File: src/rtl/aqu2ahb_master_pkg.sv
// Shared AHB-Lite encodings, FSM state type and SEL-decode result for the
// Aqu-bus to AHB-Lite master bridge.
package aqu2ahb_master_pkg;

  localparam logic [1:0] AHB_IDLE   = 2'b00;
  localparam logic [1:0] AHB_NONSEQ = 2'b10;

  localparam logic AHB_OKAY  = 1'b0;
  localparam logic AHB_ERROR = 1'b1;

  localparam logic [2:0] HSIZE_BYTE = 3'b000;
  localparam logic [2:0] HSIZE_HALF = 3'b001;
  localparam logic [2:0] HSIZE_WORD = 3'b010;

  localparam logic [2:0] HBURST_SINGLE = 3'b000;

  typedef enum logic [2:0] {
    a2h_IDLE   = 3'd0,
    a2h_ADDR   = 3'd1,
    a2h_DATA   = 3'd2,
    a2h_DONE   = 3'd3,
    a2h_ERRACK = 3'd4
  } aqu2ahb_st;

  // Result of decoding a big-endian SEL pattern into an AHB transfer shape.
  typedef struct packed {
    logic       legal;
    logic [2:0] hsize;
    logic [1:0] lane;
  } sel_dec_t;

endpackage

File: src/rtl/aqu2ahb_master_if.sv
// Bus interfaces for the bridge: Aqu-bus request/response side and AHB-Lite side.
//
// Aqu handshake: the initiator raises aq_stb with aq_adr/aq_we/aq_sel/aq_wdata
// stable and holds it until it sees the one-cycle aq_ack pulse; aq_err and
// aq_rdata are meaningful only in the aq_ack cycle (aq_rdata stays held after).
interface aqu_if;
  logic        aq_stb;
  logic [31:0] aq_adr;
  logic        aq_we;
  logic [3:0]  aq_sel;
  logic [31:0] aq_wdata;
  logic        aq_ack;
  logic        aq_err;
  logic [31:0] aq_rdata;

  modport master (
    output aq_stb, aq_adr, aq_we, aq_sel, aq_wdata,
    input  aq_ack, aq_err, aq_rdata
  );

  modport slave (
    input  aq_stb, aq_adr, aq_we, aq_sel, aq_wdata,
    output aq_ack, aq_err, aq_rdata
  );
endinterface

interface ahb_if;
  logic [31:0] haddr;
  logic [1:0]  htrans;
  logic        hwrite;
  logic [2:0]  hsize;
  logic [2:0]  hburst;
  logic [3:0]  hprot;
  logic [31:0] hwdata;
  logic        hready;
  logic        hresp;
  logic [31:0] hrdata;

  modport master (
    output haddr, htrans, hwrite, hsize, hburst, hprot, hwdata,
    input  hready, hresp, hrdata
  );

  modport slave (
    input  haddr, htrans, hwrite, hsize, hburst, hprot, hwdata,
    output hready, hresp, hrdata
  );
endinterface

File: src/rtl/aqu2ahb_master_aqu_sel_dec.sv
// Combinational SEL decoder: big-endian byte-lane mask -> {legal, hsize, haddr[1:0]}.
// Illegal patterns decode as a word at lane 0 so the caller can fall back to a word access.
module aqu_sel_dec
  import aqu2ahb_master_pkg::*;
(
  input  logic [3:0] sel,
  output sel_dec_t   dec
);

  always_comb begin
    dec = '{legal: 1'b0, hsize: HSIZE_WORD, lane: 2'b00};
    case (sel)
      4'b1111: dec = '{legal: 1'b1, hsize: HSIZE_WORD, lane: 2'b00};
      4'b1100: dec = '{legal: 1'b1, hsize: HSIZE_HALF, lane: 2'b00};
      4'b0011: dec = '{legal: 1'b1, hsize: HSIZE_HALF, lane: 2'b10};
      4'b1000: dec = '{legal: 1'b1, hsize: HSIZE_BYTE, lane: 2'b00};
      4'b0100: dec = '{legal: 1'b1, hsize: HSIZE_BYTE, lane: 2'b01};
      4'b0010: dec = '{legal: 1'b1, hsize: HSIZE_BYTE, lane: 2'b10};
      4'b0001: dec = '{legal: 1'b1, hsize: HSIZE_BYTE, lane: 2'b11};
      default: ;
    endcase
  end

endmodule

File: src/rtl/aqu2ahb_master.sv
// Aqu-bus initiator to AHB-Lite master bridge: single NONSEQ transfers, one outstanding.
// Optional posted writes enabled by defining AQU2AHB_POSTED_WR_EN.
module aqu2ahb_master
  import aqu2ahb_master_pkg::*;
#(
  parameter logic [3:0] HPROT_VAL   = 4'b0011,
  parameter bit         BAD_SEL_ERR = 1'b1
) (
  input  logic       clk,
  input  logic       rst_n,
  aqu_if.slave       aq,
  ahb_if.master      ahb,
  output logic       wr_err,
  input  logic       wr_err_clr,
  output aqu2ahb_st  dbg_state
);

  aqu2ahb_st   state, state_nxt;
  sel_dec_t    dec;

  logic [31:0] haddr_q;
  logic [1:0]  htrans_q;
  logic        hwrite_q;
  logic [2:0]  hsize_q;
  logic [3:0]  hprot_q;
  logic [31:0] hwdata_q;
  logic [31:0] wdata_q;
  logic        ack_q;
  logic        err_q;
  logic [31:0] rdata_q;

  logic        ld_req;
  logic        ld_rdata;
  logic        ack_d;
  logic        err_d;
  logic        set_wr_err;

  aqu_sel_dec u_sel_dec (
    .sel (aq.aq_sel),
    .dec (dec)
  );

`ifdef AQU2AHB_POSTED_WR_EN
  localparam bit POSTED = 1'b1;
  logic wr_err_q;

  // A fresh error outranks a clear arriving in the same cycle.
  always_ff @(posedge clk) begin
    if (!rst_n) begin
      wr_err_q <= 1'b0;
    end else if (set_wr_err) begin
      wr_err_q <= 1'b1;
    end else if (wr_err_clr) begin
      wr_err_q <= 1'b0;
    end
  end

  assign wr_err = wr_err_q;

  logic unused_adr_lo;
  assign unused_adr_lo = ^aq.aq_adr[1:0];
`else
  localparam bit POSTED = 1'b0;

  assign wr_err = 1'b0;

  logic unused_sigs;
  assign unused_sigs = ^{aq.aq_adr[1:0], wr_err_clr, set_wr_err};
`endif

  always_ff @(posedge clk) begin
    if (!rst_n) begin
      state <= a2h_IDLE;
    end else begin
      state <= state_nxt;
    end
  end

  always_comb begin
    state_nxt  = state;
    ld_req     = 1'b0;
    ld_rdata   = 1'b0;
    ack_d      = 1'b0;
    err_d      = 1'b0;
    set_wr_err = 1'b0;
    case (state)
      a2h_IDLE: begin
        if (aq.aq_stb) begin
          if (dec.legal || !BAD_SEL_ERR) begin
            ld_req    = 1'b1;
            state_nxt = a2h_ADDR;
            ack_d     = POSTED && aq.aq_we;
          end else begin
            ack_d     = 1'b1;
            err_d     = 1'b1;
            state_nxt = a2h_ERRACK;
          end
        end
      end
      a2h_ADDR: begin
        if (ahb.hready) state_nxt = a2h_DATA;
      end
      a2h_DATA: begin
        // An ERROR response with hready low is only the first of its two cycles.
        if (ahb.hready) begin
          if (POSTED && hwrite_q) begin
            set_wr_err = (ahb.hresp == AHB_ERROR);
            state_nxt  = a2h_IDLE;
          end else begin
            ld_rdata  = !hwrite_q;
            ack_d     = 1'b1;
            err_d     = (ahb.hresp == AHB_ERROR);
            state_nxt = a2h_DONE;
          end
        end
      end
      a2h_DONE:   state_nxt = a2h_IDLE;
      a2h_ERRACK: state_nxt = a2h_IDLE;
      default:    state_nxt = a2h_IDLE;
    endcase
  end

  always_ff @(posedge clk) begin
    if (!rst_n) begin
      haddr_q  <= '0;
      htrans_q <= AHB_IDLE;
      hwrite_q <= 1'b0;
      hsize_q  <= '0;
      hprot_q  <= '0;
      hwdata_q <= '0;
      wdata_q  <= '0;
      ack_q    <= 1'b0;
      err_q    <= 1'b0;
      rdata_q  <= '0;
    end else begin
      htrans_q <= (state_nxt == a2h_ADDR) ? AHB_NONSEQ : AHB_IDLE;
      hprot_q  <= HPROT_VAL;
      ack_q    <= ack_d;
      err_q    <= err_d;
      if (ld_req) begin
        haddr_q  <= {aq.aq_adr[31:2], dec.lane};
        hsize_q  <= dec.hsize;
        hwrite_q <= aq.aq_we;
        wdata_q  <= aq.aq_wdata;
      end
      if (state == a2h_ADDR && ahb.hready) hwdata_q <= wdata_q;
      if (ld_rdata) rdata_q <= ahb.hrdata;
    end
  end

  assign ahb.haddr  = haddr_q;
  assign ahb.htrans = htrans_q;
  assign ahb.hwrite = hwrite_q;
  assign ahb.hsize  = hsize_q;
  assign ahb.hburst = HBURST_SINGLE;
  assign ahb.hprot  = hprot_q;
  assign ahb.hwdata = hwdata_q;

  assign aq.aq_ack   = ack_q;
  assign aq.aq_err   = err_q;
  assign aq.aq_rdata = rdata_q;

  assign dbg_state = state;

endmodule

File: src/flat_wrapper.sv
// flat-port wrapper written by rule: the top's interface ports become plain ports
module aqu2ahb_master_flat import aqu2ahb_master_pkg::*;
#(
  parameter logic [3:0] HPROT_VAL   = 4'b0011,
  parameter bit         BAD_SEL_ERR = 1'b1
)
  (clk, rst_n, wr_err, wr_err_clr, dbg_state, aq_aq_stb, aq_aq_adr, aq_aq_we, aq_aq_sel, aq_aq_wdata, aq_aq_ack, aq_aq_err, aq_aq_rdata, ahb_haddr, ahb_htrans, ahb_hwrite, ahb_hsize, ahb_hburst, ahb_hprot, ahb_hwdata, ahb_hready, ahb_hresp, ahb_hrdata);
  aqu_if aq_i ();
  ahb_if ahb_i ();
  input  logic clk;
  input  logic rst_n;
  output logic wr_err;
  input  logic wr_err_clr;
  output aqu2ahb_st dbg_state;
  input wire logic [$bits(aq_i.aq_stb)-1:0] aq_aq_stb;
  input wire logic [$bits(aq_i.aq_adr)-1:0] aq_aq_adr;
  input wire logic [$bits(aq_i.aq_we)-1:0] aq_aq_we;
  input wire logic [$bits(aq_i.aq_sel)-1:0] aq_aq_sel;
  input wire logic [$bits(aq_i.aq_wdata)-1:0] aq_aq_wdata;
  output wire logic [$bits(aq_i.aq_ack)-1:0] aq_aq_ack;
  output wire logic [$bits(aq_i.aq_err)-1:0] aq_aq_err;
  output wire logic [$bits(aq_i.aq_rdata)-1:0] aq_aq_rdata;
  output wire logic [$bits(ahb_i.haddr)-1:0] ahb_haddr;
  output wire logic [$bits(ahb_i.htrans)-1:0] ahb_htrans;
  output wire logic [$bits(ahb_i.hwrite)-1:0] ahb_hwrite;
  output wire logic [$bits(ahb_i.hsize)-1:0] ahb_hsize;
  output wire logic [$bits(ahb_i.hburst)-1:0] ahb_hburst;
  output wire logic [$bits(ahb_i.hprot)-1:0] ahb_hprot;
  output wire logic [$bits(ahb_i.hwdata)-1:0] ahb_hwdata;
  input wire logic [$bits(ahb_i.hready)-1:0] ahb_hready;
  input wire logic [$bits(ahb_i.hresp)-1:0] ahb_hresp;
  input wire logic [$bits(ahb_i.hrdata)-1:0] ahb_hrdata;
  assign aq_i.aq_stb = aq_aq_stb;
  assign aq_i.aq_adr = aq_aq_adr;
  assign aq_i.aq_we = aq_aq_we;
  assign aq_i.aq_sel = aq_aq_sel;
  assign aq_i.aq_wdata = aq_aq_wdata;
  assign aq_aq_ack = aq_i.aq_ack;
  assign aq_aq_err = aq_i.aq_err;
  assign aq_aq_rdata = aq_i.aq_rdata;
  assign ahb_haddr = ahb_i.haddr;
  assign ahb_htrans = ahb_i.htrans;
  assign ahb_hwrite = ahb_i.hwrite;
  assign ahb_hsize = ahb_i.hsize;
  assign ahb_hburst = ahb_i.hburst;
  assign ahb_hprot = ahb_i.hprot;
  assign ahb_hwdata = ahb_i.hwdata;
  assign ahb_i.hready = ahb_hready;
  assign ahb_i.hresp = ahb_hresp;
  assign ahb_i.hrdata = ahb_hrdata;
  aqu2ahb_master #(.HPROT_VAL(HPROT_VAL), .BAD_SEL_ERR(BAD_SEL_ERR)) u_core (.clk(clk), .rst_n(rst_n), .aq(aq_i), .ahb(ahb_i), .wr_err(wr_err), .wr_err_clr(wr_err_clr), .dbg_state(dbg_state));
endmodule
File: config.mk
export PLATFORM = sky130hd
export DESIGN_NAME = aqu2ahb_master_flat
export DESIGN_NICKNAME = d
export VERILOG_FILES = /design/src/rtl/aqu2ahb_master_pkg.sv /design/src/rtl/aqu2ahb_master_if.sv /design/src/rtl/aqu2ahb_master_aqu_sel_dec.sv /design/src/rtl/aqu2ahb_master.sv /design/src/flat_wrapper.sv
export SDC_FILE = /design/constraint.sdc
export NUM_CORES = 1
export LEC_CHECK = 0
export CAP_MARGIN = 0
export CORE_ASPECT_RATIO = 1.4
export CORE_UTILIZATION = 39
export DETAILED_ROUTE_END_ITERATION = 7
export PLACE_DENSITY = 0.76
export SYNTH_ARGS = -nofsm -noshare
export SYNTH_HDL_FRONTEND = slang
export SYNTH_SLANG_ARGS = --single-unit
File: constraint.sdc
create_clock -name clk -period 1.6 [get_ports clk]
set_clock_uncertainty 0.15 [all_clocks]
set_input_delay 0.24 -clock clk [delete_from_list [all_inputs] [get_ports clk]]
set_output_delay 0.24 -clock clk [all_outputs]
set_load 0.02 [all_outputs]
Word level (Yosys, flattened, before mapping) --
Index checks and enable logic that the tools add are counted.
Word-level totals: word-level logic and storage cells 43, bits of input ports 107, flip-flop bits (word level) 141, output and inout port bits 115
Operators by class: muxes and demuxes 19, reductions and logical operators 3, equal/unequal tests 10
Operators with widths (count):
- one-hot mux 6 bit (7 select lines) | 1
- equality test 4 bit (second input constant) | 3
- two-way mux 3 bit | 4
- two-way mux 1 bit | 9
- one-hot mux 3 bit (3 select lines) | 1
- equality test 4 x 2 -> 1 bit (second input constant) | 2
- equality test 3 x 1 -> 1 bit (second input constant) | 2
- equality test 4 x 1 -> 1 bit (second input constant) | 1
- equality test 4 x 3 -> 1 bit (second input constant) | 1
- two-way mux 2 bit | 2
- one-hot mux 1 bit (2 select lines) | 2
- equality test 3 x 2 -> 1 bit (second input constant) | 1
- zero test 3 bit | 1
- logical AND 1 bit | 1
- zero test 1 bit | 1

Depth between registers and ports, before layout --
depth after elaboration 7, depth in mapped cells 6, mapped depth without buffers 4

Cells and area by module --
Synthesis repeated with hierarchy kept, for this count alone.
Unflattened totals: cell total of the unflattened synthesis 594, area, all modules 5392.7 um2
Modules (own cells, without submodules):
- aqu2ahb_master | seq. area each 2782.7 um2, area an instance 5306.3 um2, cells an instance 580, instances 1
- aqu_sel_dec | seq. area each 0.0 um2, area an instance 86.3 um2, cells an instance 14, instances 1

Worst setup path after synthesis --
Ideal clock, no wire load.
path type reg2reg, start point reg u_core.state[2] (netlist: u_core.dbg_state[2]), end point reg u_core.wdata_q[23], required time 1.378 ns, buffers on the path 2, data arrival time 1.532 ns, stages on the path, launching flop included 6, setup slack -0.154 ns, period minus slack after synthesis 1.754 ns, setup time 0.072 ns, cell sequence dfxtp_1 > nor4b_4 > a21boi_4 > buf_8 > buf_8 > mux2i_1
On the way: cells in the longest elaborated chain, start to end 2
RTL lines:
- from (decl) | line aqu2ahb_master.sv:18 | aqu2ahb_st state, state_nxt;
- from (signal assigned) | line aqu2ahb_master.sv:73 | state <= a2h_IDLE;
- from (signal assigned) | line aqu2ahb_master.sv:75 | state <= state_nxt;
- zero test 3 bit | line aqu2ahb_master.sv:86 | case (state)
- two-way mux 1 bit | line aqu2ahb_master.sv:86
- to (signal assigned) | line aqu2ahb_master.sv:144 | wdata_q <= aq.aq_wdata;
- to (decl) | line aqu2ahb_master.sv:27 | logic [31:0] wdata_q;
No other way between the ends. A chain may end at the register's enable or synchronous reset.

Final worst setup path --
start point reg u_core.state[1] (netlist: u_core.dbg_state[1]), end point reg u_core.wdata_q[31]
The elaborated chain is that of the path after synthesis.

==> summary.md <==
| Metric | Value |
|---|---|
| Yosys cell types | `38` |
| Core footprint | `13600 sq um` |
| Total number of vias | `~5000` |
| Antenna violations before repair | `1` |
| Die X | `~100 um` |
| Area growth syn-to-layout | `59.1%` |
| CTS Root Cell | `clkbuf_16` |
| Sw frac | `23.5%` |
| Int Pwr | `between 6 and 7 mW` |
| # fillers | `~1100` |
| Adder-Cell Fraction of Synth Area | `0%` |
| Pwr dens | `~1000 nW/um^2` |
| Drt via density | `~4.8` |
| Fin cells | `between 1000 and 1500` |
| CTS tree | `built` |
| DP Cell Count | `around 1000` |
| CTS H-Tree Depth | `4` |
| Compound-cell area share of the yosys netlist | `about a tenth` |
| Min cycle time layout | `1.73 ns` |
| Max Freq | `between 0.5 and 0.6 GHz` |
| Simple-gate share of the synthesized area | `between 20% and 30%` |
| Mux share of post-synthesis cell area | `11.9%` |
| Commonest non-fill, non-tap cells in the layout | `nand2_1 (263), dfxtp_1 (135), dlygate4sd2_1 (107), clkdlybuf4s50_1 (99), mux2i_1 (65)` |
| Prevailing post-synth register cell | `dfxtp_1` |
| Fin Hold WS | `between 0.2 and 0.25 ns` |
| Register bit total from synthesis | `138` |
| Final Cycle Share | `108%` |
| Final nets | `just under 1000` |
| Net load switching power | `2.08 mW` |
| Clock sink total | `between 100 and 150` |
| Synth Area in XOR/XNOR | `less than 1%` |
| Initial Utilization | `between 40% and 50%` |
| Clk buf depth | `2` |
| Sequential share of the synthesized area | `between 50% and 60%` |
| HP Class | `primary input to register` |
| Final setup fails | `109` |
| Die height | `142 um` |
| Number of enable flip-flop cells after synthesis | `0` |
| Max rail drop VDD | `0.593 mV` |
| Pleak | `about 3.8 nW` |
| Clk Latency, worst-skew pair | `between 0.4 and 0.5 ns` |
| DR pass1 iterations | `4` |
| Status | `complete, but fails checks` |
| HPWL Detailed | `slightly above 10000 um` |
| Logic gate share of total power | `approximately an eighth` |
| Critical path capture point type | `register` |
| Vias in the first global route | `5100` |
| Top cell family by delay on the critical path | `buffers and inverters` |
| Final Hold Fails | `0` |
| Total Die Area | `between 10000 and 15000 sq um` |
| Reg clk slew, reported paths | `0.06 ns` |
| Clock Power Share | `46.6%` |
| Crit path DAT | `roughly 1.9 ns` |
| Num rows | `50` |
| GRT Resource Usage Total | `about a fifth` |
| Crit path largest cell delay | `0.35 ns` |
| Crit Path Class | `register to register` |
| Bufs and invs on worst path | `2` |
| Startpoint Class | `register` |
| RSZ-0062 raised after global routing | `true` |
| DR iter-0 viols | `125` |
| MaxCap Viol Count | `0` |
| Layout cells sized above 1 | `a little under an eighth` |
| Num CTS Buffers | `17` |
| Per-cell routed wire length | `between 10 and 15 um` |
| Largest net degree at the start of global routing | `between 60 and 70` |
| Overall power | `between 8 and 9 mW` |
| Register-to-register setup slack | `-0.13 ns` |
| Critical-path top delay cell | `dfxtp_4` |
| Routed WL | `15400 um` |
| Final ANT Viol Nets | `0` |
| Setup ws final | `-0.130 ns` |
| Mapped cell area | `between 5000 and 6000 sq um` |
| Setup WS pre-CTS | `-0.579 ns` |
| Worst-path cell chain | `nor4b_4 -> a21boi_4 -> buf_4 -> bufbuf_16 -> mux2i_1` |
| Mapped Cells | `619` |
| Ys async rst share | `0%` |
| Drc violations | `0` |
| Seq pwr share | `approximately two fifths` |
| Mapped Avg Cell Area | `approximately 8.9 sq um` |
| Main combinational cell family by area after synthesis | `simple AND/OR/NAND/NOR gates` |
| Worst-path maximum fanout | `10` |
| Io pins | `between 200 and 250` |
| Commonest non-fill, non-tap cell in the layout | `nand2_1` |
| Worst path required time | `between 1.5 and 2 ns` |
| Port Buf Inserts | `between 200 and 250` |
| Yosys warnings | `0` |
| Total gr overflow | `0` |
| First-pass GRT wire length | `about 24000 um` |
| Gp weighted congestion | `0.812` |
| Fin. max-slew vios | `0` |
| Failing checks | `negative setup slack` |
## synthesized netlist by cell type, drive strengths merged, types with 2 or more instances
cell | count | area (sq um)
nand2b | 3 | 18.8
clkbuf | 26 | 97.6
or2 | 2 | 17.5
nand2 | 263 | 987
o21ai | 2 | 10.0
nand3 | 2 | 10.0
nor2 | 4 | 15.0
dfxtp | 138 | 2760
a21boi | 65 | 499
buf | 25 | 228
a21oi | 3 | 18.8
mux2i | 65 | 651
nor2b | 3 | 18.8
nor3 | 2 | 10.0
## layer usage
layer	track usage [%]	vias up	wire length, um
met5	0	-	0
met4	11.2	0	518
met3	6.19	34	892
met2	40.2	171	8380
met1	19.8	2329	5560
li1	-	2463	-
## worst reg2reg max path, stage by stage (launching register included)
cell       delay, ns
dfxtp_4         0.35
nor4b_4         0.31
a21boi_4        0.25
buf_4           0.15
bufbuf_16       0.28
mux2i_1         0.17
## flip-flops by register name, summed over array words and instances (netlist names)
signal,flops
u_core.ahb.hprot,1
u_core.aq.aq_ack,1
u_core.ahb.hwrite,1
u_core.ahb.hwdata,32
u_core.aq.aq_err,1
u_core.ahb.hsize,2
u_core.ahb.htrans,1
u_core.aq.aq_rdata,32
u_core.dbg_state,3
u_core.wdata_q,32
u_core.ahb.haddr,32
## worst paths after layout
path	from	end	cells after the start
max	u_core.dbg_state[1]	u_core.wdata_q[31]	5
max reg2reg	u_core.dbg_state[1]	u_core.wdata_q[31]	5
min	aq_aq_sel[3]	u_core.ahb.haddr[0]	5
min reg2reg	u_core.aq.aq_rdata[26]	u_core.aq.aq_rdata[26]	2
## per-stage QoR
stage	util, %	area (sq um)	TNS [ns]
finish	64.3	8730	-7.90
global route	64.3	8730	-15.68
CTS	64.0	8680	-6.50
detailed placement	58.0	7870	-52.32
global placement	58.0	7870	-46.76
floorplan	-	5520	-3.90
## layout make-up
| class | instances | area [sq um] | share of cell area (%) |
|---|---|---|---|
| tap | 182 | 228 | 2.61 |
| sequential | 138 | 2770 | 31.8 |
| antenna | 1 | 2.50 | 0.0287 |
| clock inverter | 14 | 196 | 2.25 |
| inverter | 1 | 3.75 | 0.0430 |
| clock buffer | 17 | 425 | 4.88 |
| timing repair buffer | 263 | 2630 | 30.2 |
| multi-input combinational | 436 | 2460 | 28.2 |
## power by group through the flow
stage / logic (mW) / registers [mW] / clock network (mW)
2_1_floorplan: 0.455 / 3.78 / 0
4_1_cts: 1.09 / 3.62 / 4.20
3_5_place_dp: 1.05 / 3.70 / 0
3_3_place_gp: 1.02 / 3.69 / 0
5_1_grt: 1.19 / 3.64 / 4.36
6_report: 1.11 / 3.62 / 4.13
## logic make-up (layout without fill, tap and decap cells)
| group | after synthesis | count (layout) |
|---|---|---|
| multiplexers | 65 | 65 |
| flip-flops | 138 | 138 |
| AO/OA/AOI/OAI | 77 | 77 |
| XOR/XNOR | 1 | 1 |
| AND/OR/NAND/NOR | 285 | 285 |
| buffers and inverters | 52 | 295 |
| other | 1 | 9 |
## timing repair
item | 4_1_cts | 5_1_grt
buffers inserted | 13 | 2
hold endpoints to repair | 1 | 0
hold buffers | 1 | 0
resized for setup | 144 | 31
setup endpoints to repair | 227 | 132
pin swaps | 1 | 2
cloned | 6 | 2
No activity file was read; power rests on OpenSTA's default activity.
